[src/rtl/hp_pkg.sv]
// Shared half-precision datapath definitions: default field widths, bias,
// normalize/round control states and exception-flag bit positions.
package hp_pkg;

  localparam int unsigned NEXP_DEF = 8;
  localparam int unsigned NSIG_DEF = 7;
  localparam int unsigned NGRS_DEF = 3;
  localparam int unsigned BIAS     = (1 << (NEXP_DEF - 1)) - 1;

  typedef enum logic [1:0] {
    IDLE  = 2'd0,
    NORM  = 2'd1,
    ROUND = 2'd2,
    DONE  = 2'd3
  } state_t;

  localparam int unsigned FLG_ZERO = 0;
  localparam int unsigned FLG_OVF  = 1;
  localparam int unsigned FLG_UNF  = 2;
  localparam int unsigned FLG_INX  = 3;
  localparam int unsigned NFLG     = 4;

endpackage

[src/rtl/hp_rne_round.sv]
// Combinational round-to-nearest-even of a normalized (or subnormal)
// significand, producing the packed exponent/fraction fields and flags.
module hp_rne_round
  import hp_pkg::*;
#(
  parameter int unsigned NEXP = NEXP_DEF,
  parameter int unsigned NSIG = NSIG_DEF,
  parameter int unsigned NGRS = NGRS_DEF
) (
  input  logic [NSIG+NGRS+1:0]  i_sig,
  input  logic signed [NEXP+1:0] i_exp,
  output logic [NEXP-1:0]       o_exp_field,
  output logic [NSIG-1:0]       o_frac,
  output logic [NFLG-1:0]       o_flags
);

  localparam int unsigned W = NSIG + NGRS + 2;
  localparam logic signed [NEXP+1:0] EXP_ONE = {{(NEXP+1){1'b0}}, 1'b1};
  localparam logic signed [NEXP+1:0] EXP_MAX = {2'b00, {NEXP{1'b1}}};

  logic                   w_lsb, w_g, w_rs, w_inc;
  logic [NSIG+1:0]        w_m;
  logic [NSIG:0]          w_mn;
  logic signed [NEXP+1:0] w_e;
  logic                   w_ovf;

  assign w_lsb = i_sig[NGRS];
  assign w_g   = i_sig[NGRS-1];
  assign w_rs  = |i_sig[NGRS-2:0];
  assign w_inc = w_g & (w_rs | w_lsb);

  // Top bit of w_m sits at the carry position, so a round-up to 2.0 shows there.
  assign w_m   = i_sig[W-1:NGRS] + {{(NSIG+1){1'b0}}, w_inc};
  assign w_mn  = w_m[NSIG+1] ? w_m[NSIG+1:1] : w_m[NSIG:0];
  assign w_e   = w_m[NSIG+1] ? i_exp + EXP_ONE : i_exp;
  assign w_ovf = (w_e >= EXP_MAX);

  always_comb begin
    o_exp_field = '0;
    o_frac      = '0;
    o_flags     = '0;
    if (w_ovf) begin
      o_exp_field       = '1;
      o_flags[FLG_OVF]  = 1'b1;
      o_flags[FLG_INX]  = 1'b1;
    end else begin
      o_frac           = w_mn[NSIG-1:0];
      o_flags[FLG_INX] = w_g | w_rs;
      if (!w_mn[NSIG]) begin
        o_flags[FLG_UNF]  = w_g | w_rs;
        o_flags[FLG_ZERO] = (w_mn == '0);
      end else begin
        o_exp_field = w_e[NEXP-1:0];
      end
    end
  end

endmodule

[src/rtl/hp_norm_round.sv]
// Multi-cycle normalize-and-round stage behind the half-precision adder:
// one left shift per cycle, then RNE, result held over a valid/ready handshake.
module hp_norm_round
  import hp_pkg::*;
#(
  parameter int unsigned NEXP = NEXP_DEF,
  parameter int unsigned NSIG = NSIG_DEF,
  parameter int unsigned NGRS = NGRS_DEF
) (
  input  logic                      clk,
  input  logic                      rst,
  input  logic                      in_valid,
  output logic                      in_ready,
  input  logic                      in_sign,
  input  logic [NEXP-1:0]           in_exp,
  input  logic [NSIG+NGRS+1:0]      in_sig,
  input  logic                      in_special,
  input  logic [NEXP+NSIG:0]        in_special_val,
  output logic                      out_valid,
  input  logic                      out_ready,
  output logic [NEXP+NSIG:0]        out_result,
  output logic                      out_zero,
  output logic                      out_overflow,
  output logic                      out_underflow,
  output logic                      out_inexact
);

  localparam int unsigned W  = NSIG + NGRS + 2;
  localparam int unsigned NR = NEXP + NSIG + 1;
  localparam logic signed [NEXP+1:0] EXP_ONE = {{(NEXP+1){1'b0}}, 1'b1};
  localparam logic signed [NEXP+1:0] EXP_TWO = {{NEXP{1'b0}}, 2'b10};

  state_t                 r_state, w_state_nxt;
  logic                   r_sign;
  logic signed [NEXP+1:0] r_exp;
  logic [W-1:0]           r_sig;
  logic [NR-1:0]          r_result;
  logic [NFLG-1:0]        r_flags;

  logic signed [NEXP+1:0] w_exp_in;
  logic                   w_carry, w_hid_in, w_sig_zero;
  logic [W-1:0]           w_sig_shl;
  logic [NEXP-1:0]        w_exp_field;
  logic [NSIG-1:0]        w_frac;
  logic [NFLG-1:0]        w_flags;

  assign w_exp_in   = (in_exp == '0) ? EXP_ONE : $signed({2'b00, in_exp});
  assign w_carry    = in_sig[W-1];
  assign w_hid_in   = in_sig[W-2];
  assign w_sig_zero = (in_sig == '0);
  assign w_sig_shl  = {r_sig[W-2:0], 1'b0};

  assign in_ready      = (r_state == IDLE);
  assign out_valid     = (r_state == DONE);
  assign out_result    = r_result;
  assign out_zero      = r_flags[FLG_ZERO];
  assign out_overflow  = r_flags[FLG_OVF];
  assign out_underflow = r_flags[FLG_UNF];
  assign out_inexact   = r_flags[FLG_INX];

  always_ff @(posedge clk) begin
    if (rst) r_state <= IDLE;
    else     r_state <= w_state_nxt;
  end

  // The stop test is applied to the value being produced this cycle rather
  // than the held one, so ROUND follows the last shift with no idle check cycle.
  always_comb begin
    w_state_nxt = r_state;
    unique case (r_state)
      IDLE: begin
        if (in_valid) begin
          if (in_special || w_sig_zero)                   w_state_nxt = DONE;
          else if (w_carry || w_hid_in || w_exp_in == EXP_ONE) w_state_nxt = ROUND;
          else                                            w_state_nxt = NORM;
        end
      end
      NORM: begin
        if (w_sig_shl[W-2] || r_exp == EXP_TWO) w_state_nxt = ROUND;
      end
      ROUND:   w_state_nxt = DONE;
      DONE:    if (out_ready) w_state_nxt = IDLE;
      default: w_state_nxt = IDLE;
    endcase
  end

  always_ff @(posedge clk) begin
    if (rst) begin
      r_sign   <= 1'b0;
      r_exp    <= '0;
      r_sig    <= '0;
      r_result <= '0;
      r_flags  <= '0;
    end else begin
      unique case (r_state)
        IDLE: begin
          if (in_valid) begin
            r_sign <= in_sign;
            if (w_carry) begin
              r_exp <= w_exp_in + EXP_ONE;
              r_sig <= {1'b0, in_sig[W-1:2], |in_sig[1:0]};
            end else begin
              r_exp <= w_exp_in;
              r_sig <= in_sig;
            end
            if (in_special) begin
              r_result <= in_special_val;
              r_flags  <= '0;
            end else if (w_sig_zero) begin
              r_result          <= {in_sign, {(NR-1){1'b0}}};
              r_flags           <= '0;
              r_flags[FLG_ZERO] <= 1'b1;
            end
          end
        end
        NORM: begin
          r_sig <= w_sig_shl;
          r_exp <= r_exp - EXP_ONE;
        end
        ROUND: begin
          r_result <= {r_sign, w_exp_field, w_frac};
          r_flags  <= w_flags;
        end
        default: ;
      endcase
    end
  end

  hp_rne_round #(
    .NEXP (NEXP),
    .NSIG (NSIG),
    .NGRS (NGRS)
  ) u_round (
    .i_sig       (r_sig),
    .i_exp       (r_exp),
    .o_exp_field (w_exp_field),
    .o_frac      (w_frac),
    .o_flags     (w_flags)
  );

endmodule

[config.mk]
export PLATFORM = sky130hd
export DESIGN_NAME = hp_norm_round
export DESIGN_NICKNAME = d
export VERILOG_FILES = /design/src/rtl/hp_pkg.sv /design/src/rtl/hp_rne_round.sv /design/src/rtl/hp_norm_round.sv
export SDC_FILE = /design/constraint.sdc
export NUM_CORES = 1
export LEC_CHECK = 0
export CORE_UTILIZATION = 57
export CTS_BUF_LIST = sky130_fd_sc_hd__clkbuf_16
export DETAILED_ROUTE_END_ITERATION = 6
export PLACE_DENSITY = 0.86
export SYNTH_ARGS = -nofsm -noshare
export SYNTH_HDL_FRONTEND = slang
export SYNTH_SLANG_ARGS = --single-unit
[constraint.sdc]
create_clock -name clk -period 8.1 [get_ports clk]
set_clock_uncertainty 0.05 [all_clocks]
set_input_delay 0.81 -clock clk [delete_from_list [all_inputs] [get_ports clk]]
set_output_delay 0.81 -clock clk [all_outputs]
set_load 0.03 [all_outputs]
Word level (Yosys, flattened, before mapping). Cells that the tools add are included.

Bits in registers: 45. Input bits: 42.

Bitwise gates (word level): 3. Eq/ne operators: 9. Reductions and logical operators: 16. Add/subtract/negate cells: 4. Mux-type cells: 32. Order comparisons: 1.

Operator list (count): $mux 16 (3); $mux 8 (4); $pmux 16 s2 (1); $pmux 12 s2 (1); $mux 10 (2); $pmux 10 s2 (1); $logic_not 8->1 (2); $logic_not 12->1 (1); $mux 12 (1); $mux 4 (3); $mux 11 (1); $add 10x2->10 const B (1); $eq 10x3->1 const B (1); $ge 10x9->1 const B (1); $mux 2 (5); $sub 10x2->10 const B (1); $add 8x1->9 const B (1); $add 9x1->9 (1); $mux 9 (1); $eq 8x1->1 const B (1); $pmux 2 s4 (1); $pmux 4 s2 (1); $mux 7 (1); $mux 1 (6); other kinds (13) (23).

Depth between registers and ports, before layout.
Depth in word-level cells: 9. Mapped depth: 11.

By module. From an unflattened synthesis, not the netlist that was laid out.

Cells, all modules: 473. Area, all modules: 3689.8 um2.

Modules (own cells, without submodules): hp_norm_round (cells an instance 316, area each 2601.2 um2, instances 1); hp_rne_round (cells an instance 157, area each 1088.5 um2, instances 1).

Least setup slack after synthesis. OpenSTA, ideal clock, no wires.

Path type: register to register. From: register r_sig[3]. To: register r_result[3] (netlist: out_result[3]). Clock period less this slack: 2.573 ns. Buffers on the path: 1. Slack: 5.527 ns. Arrival time: 2.378 ns. Stages on the path, launching flop included: 11. Cell sequence: dfxtp_1 > and2_1 > ha_1 > nand3_1 > or3_1 > a2111oi_2 > o22ai_2 > nor4_2 > or3_1 > buf_4 > a311oi_2.

Longest elaborated chain between the ends: 7. Elaborated cells on any way between the ends: 8.

Ends and longest elaborated chain: from (decl) (line hp_norm_round.sv:36) `logic [W-1:0] r_sig;`; from (signal assigned) (line hp_norm_round.sv:101) `r_sig <= {1'b0, in_sig[W-1:2], |in_sig[1:0]};`; from (signal assigned) (line hp_norm_round.sv:104) `r_sig <= in_sig;`; from (signal assigned) (line hp_norm_round.sv:117) `r_sig <= w_sig_shl;`; $or 1x1->1 (line hp_rne_round.sv:30) `assign w_inc = w_g & (w_rs | w_lsb);`; $and 1x1->1 (line hp_rne_round.sv:30); $add 9x1->9 * (line hp_rne_round.sv:33) `assign w_m = i_sig[W-1:NGRS] + {{(NSIG+1){1'b0}}, w_inc};`; $mux 10 (line hp_rne_round.sv:35) `assign w_e = w_m[NSIG+1] ? i_exp + EXP_ONE : i_exp;`; $ge 10x9->1 (line hp_rne_round.sv:36) `assign w_ovf = (w_e >= EXP_MAX);`; $mux 7 * (line hp_rne_round.sv:42) `if (w_ovf) begin`; $pmux 16 s2 * (line hp_norm_round.sv:95) `unique case (r_state)`; to (signal assigned) (line hp_norm_round.sv:107) `r_result <= in_special_val;`; to (signal assigned) (line hp_norm_round.sv:110) `r_result <= {in_sign, {(NR-1){1'b0}}};`; to (signal assigned) (line hp_norm_round.sv:121) `r_result <= {r_sign, w_exp_field, w_frac};`; to (decl) (line hp_norm_round.sv:37) `logic [NR-1:0] r_result;`.

Mark *: on every way between the ends. The rest lies on a longest branch, timed or not. A chain may end at the register's enable or synchronous reset.

Final worst setup path.
From: input in_sig[11]. To: register r_result[8] (netlist: out_result[8]).

Longest elaborated chain between the ends: 3.

Ends and longest elaborated chain: from (decl) (line hp_norm_round.sv:16) `input logic [NSIG+NGRS+1:0] in_sig,`; $logic_not 12->1 (line hp_norm_round.sv:50) `assign w_sig_zero = (in_sig == '0);`; $ne 3x1->1 (no source line); $reduce_and 3->1 (no source line).

No other way between the ends.

==> run summary <==
The run finished with clean final reports. For the worst setup path, the data required time is 8.18 ns. The slew at the pin with the worst max-slew slack was 0.9571 ns. The die covers 0.006191 mm^2.

Maximum clock insertion buffer count: 2. The count of cell types in the netlist is 64, and the placeable core region is 0.005574 mm^2. The maximum net fanout on the critical path came out at 20. In the final routed layout, each cell accounts on average for 16.28 um. Of the synthesized area, sequential elements account for 26.88%.

Global route total overflow: 0. The achievable frequency was 290.7 MHz; the number of storage elements in the synthesis netlist was 45. CTS saw 45 sinks.

After detailed routing, the number of remaining DRC violations is 0. Tracing the worst setup path back leads to its startpoint at in_sig[11]. The number of nets in the synthesized netlist is 508. The tools report the count of synthesis-stage warnings from yosys as 0. The highest metal layer carrying signal wires in the routed design is met4. The routed design uses 590 um of met3 wire. The detailed router finished its first iteration with 222 violations.

Measured against its own limit, the worst slew margin works out to 36.06%. Following the worst setup path forward leads to its endpoint at out_result[8]$_SDFFE_PP0P_. The number of antenna diodes in the final layout is 0. Setup repair after global routing left no endpoint under its margin. In this run the critical register-to-register path is launched from r_sig[3]$_SDFFE_PP0P_. Yosys mapped a number of flops with a built-in enable equal to 0. Entering global routing, the biggest net connects 48 pins.

In this run the power density over the cells is 307.6 mW/mm^2. The initialized floorplan defines 27 standard-cell rows. After clock tree synthesis, the flow added hold-fix buffers numbering 0. After clock tree synthesis, the repair step resized 0 gates. For the data arrival at the endpoint of the critical path, the log shows 3.52 ns.

Path category of the worst min-delay check: register to register. Once detailed placement completed, the half-perimeter wirelength came to 6.662 mm. STA classifies the critical path startpoint as an input port. The share of the clock period used by the worst path came out at 42.47%. For the number of max-cap violations, the log shows 0.

The post-detailed-routing wire length is 9.147 mm, and the final net count is 542. TritonCTS built the clock tree. After detailed routing, the met2 layer carries 4.433 mm of wire.

The first global-routing pass estimated 15.21 mm of wire. The endpoint identified for the worst register-to-register timing path is out_result[3]$_SDFFE_PP0P_. For this design the static power due to leakage is 1.495 nW. The number of placed cells counting well taps came out at 556. The critical hold path startpoint is r_sign$_SDFFE_PP0P_. The final estimated routing congestion in global placement came out at 0.8679. The initial utilization of the core area, before any placement, comes to 60.13%. The prevailing post-synth register cell is sky130_fd_sc_hd__dfxtp_1. Setup violations remaining at the end of the flow were counted as 0. Summing all placed instances gives a cell area of 0.003946 mm^2. The number of instances in the synthesized netlist is 457, and the post-synthesis area per instance is 7.335 um^2. After filler insertion, the fill cell instance count of the layout stands at 459. VDD sags by at most 0.2283 mV. Subtracting the final worst setup slack from the clock period gives 3.440 ns.

After clock tree synthesis, the clock-pin slew on the worst setup and hold paths is 0.06 ns. From bottom edge to top edge, the die measures 78.69 um. After detailed routing, the wire length on met1 is 3.935 mm. Excluding fillers, the count of instances in the completed layout stands at 562. The layout cell share with drive strength beyond 1 was 5.714%; the worst reg-to-reg setup slack was 4.73 ns. The area of all placed cells without fillers came out at 0.004076 mm^2. For this design the top-level I/O count stands at 64. The area overhead of the layout relative to synthesis is 21.61%, and the fraction of registers with async set/reset is 0%. The number of cells on the worst reg-to-reg path is 9.

Measured along the x axis, the die boundary spans 78.69 um. The total clock buffers created by CTS was 5; the via count of the first global-routing pass was 3176. The run gives 0 ns as the post-route setup TNS.

The most frequent standard cell in the layout excluding fill and tap cells is sky130_fd_sc_hd__clkdlybuf4s50_1. The overall routing resource usage was 30.85%. The count of pins over their slew limit is 0, and the initial antenna violation count is 0.

Clock root buffer: sky130_fd_sc_hd__clkbuf_16. Post-CTS timing repair inserted 0 buffers for setup. The final-report hold violation count was 0. The library cells used most frequently in the layout, excluding fill and tap cells, are sky130_fd_sc_hd__clkdlybuf4s50_1 (63), sky130_fd_sc_hd__nand2_1 (61), sky130_fd_sc_hd__dfxtp_1 (45), sky130_fd_sc_hd__nor2_1 (41), sky130_fd_sc_hd__a21oi_1 (39). The run gives 2 as the H-tree depth.

The worst setup path is captured at a register. The logs give 5 for the iteration count of the initial detailed-routing pass and 0.28 ns for the insertion delay of the later-clocked pin in the worst-skew pair. In this run the tool buffered the top-level ports with 63 buffer cells.

The worst setup path is of the input port to register kind. Using the TritonRoute via totals, the vias-per-cell ratio works out to 6.313. Number of nets with antenna violations after detailed routing: 0. Post-synth design cell area: 0.003352 mm^2. Routed via count: 3548.
## report_power, final
part	switching (mW)	internal, mW	total, mW
logic	0.417	0.259	0.676
registers	0.102	0.286	0.388
clock network	0.0800	0.110	0.190
total	0.599	0.655	1.25
## metrics by stage
| step | worst slack (ns) | power, mW | utilization [%] | hold WS [ns] |
|---|---|---|---|---|
| finish | 4.660 | 1.254 | 73.13 | 0.4049 |
| global route | 4.465 | 1.339 | 73.13 | 0.4294 |
| CTS | 4.701 | 1.241 | 73.13 | 0.4082 |
| detailed placement | 4.425 | 1.052 | 70.80 | 0.3980 |
| global placement | 4.546 | 1.027 | 70.80 | 0.3815 |
| floorplan | 5.527 | 0.8558 | - | 0.3866 |
## Yosys cell counts (3+ instances only)
library cell               instances  area share [%]
sky130_fd_sc_hd__a211oi_1          9             2.0
sky130_fd_sc_hd__a21oi_1          39             5.8
sky130_fd_sc_hd__a221oi_1          8             2.1
sky130_fd_sc_hd__and2_1            3            0.56
sky130_fd_sc_hd__and3_1           12             2.2
sky130_fd_sc_hd__and4_1            3            0.78
sky130_fd_sc_hd__buf_1             5            0.56
sky130_fd_sc_hd__buf_2             5            0.75
sky130_fd_sc_hd__clkbuf_1         30             3.4
sky130_fd_sc_hd__dfxtp_1          45              27
sky130_fd_sc_hd__ha_1              9             3.4
sky130_fd_sc_hd__inv_1            14             1.6
sky130_fd_sc_hd__mux2i_1          13             3.9
sky130_fd_sc_hd__nand2_1          61             6.8
sky130_fd_sc_hd__nand2b_1          4            0.75
sky130_fd_sc_hd__nand3_1          15             2.2
sky130_fd_sc_hd__nand4_1           7             1.3
sky130_fd_sc_hd__nor2_1           41             4.6
sky130_fd_sc_hd__nor3_1           11             1.6
sky130_fd_sc_hd__nor4_1            6             1.1
sky130_fd_sc_hd__o211ai_1          3            0.67
sky130_fd_sc_hd__o21ai_0          30             4.5
sky130_fd_sc_hd__o22ai_1           8             1.5
sky130_fd_sc_hd__o31ai_1           8             1.8
sky130_fd_sc_hd__o32ai_2           4             1.9
sky130_fd_sc_hd__or3_1             4            0.75
sky130_fd_sc_hd__xnor2_1          10             2.6
sky130_fd_sc_hd__xor2_1            7             1.8
## final cells by class
type | count | area [um^2] | area share, %
inverter | 14 | 52.55 | 1.289
tap | 72 | 90.09 | 2.210
clock inverter | 1 | 5.005 | 0.1228
clock buffer | 5 | 125.1 | 3.069
timing repair buffer | 68 | 668.1 | 16.39
sequential | 45 | 900.9 | 22.10
multi-input combinational | 357 | 2235 | 54.82
## cell families after synthesis
kind of cell	after synthesis	synth area share [%]
and+or+nand+nor	177	25.57
AOI/OAI and AO/OA	140	29.08
buffers and inverters	55	6.458
DFF	45	26.88
xor gates and xnor gates	17	4.442
muxes	14	4.218
adders and majority gates	9	3.360
## sequential cells by signal, summed over array words and instances, names as in the netlist
name        count
r_sig          12
r_exp          10
out_result     16
r_state         2
r_sign          1
r_flags         4
## worst min-delay path by stage
stage	endpoint	slack (ns)	depth (start not counted)
2_1_floorplan	r_sign$_SDFFE_PP0P_	0.39	2
5_1_grt	out_result[15]$_SDFFE_PP0P_	0.43	2
3_3_place_gp	r_flags[1]$_SDFFE_PP0P_	0.38	2
4_1_cts	r_sign$_SDFFE_PP0P_	0.41	2
6_report	r_sign$_SDFFE_PP0P_	0.40	2
3_5_place_dp	out_result[15]$_SDFFE_PP0P_	0.40	2
## metal layers
layer  vias up  global-route usage (%)
li1       1737                       -
met1      1641                   40.41
met2       153                   51.39
met3        17                   4.186
met4         0                   10.93
met5         -                       0
## worst max-delay path, stage by stage
cell and delay (ns):
sky130_fd_sc_hd__clkdlybuf4s50_1 0.94, sky130_fd_sc_hd__nor4_1 0.12, sky130_fd_sc_hd__a31oi_1 0.42, sky130_fd_sc_hd__o22a_1 0.68
sky130_fd_sc_hd__nor2_1 0.15, sky130_fd_sc_hd__o211ai_2 0.23, sky130_fd_sc_hd__o31ai_1 0.16
Power figures use the tool's default switching activity.
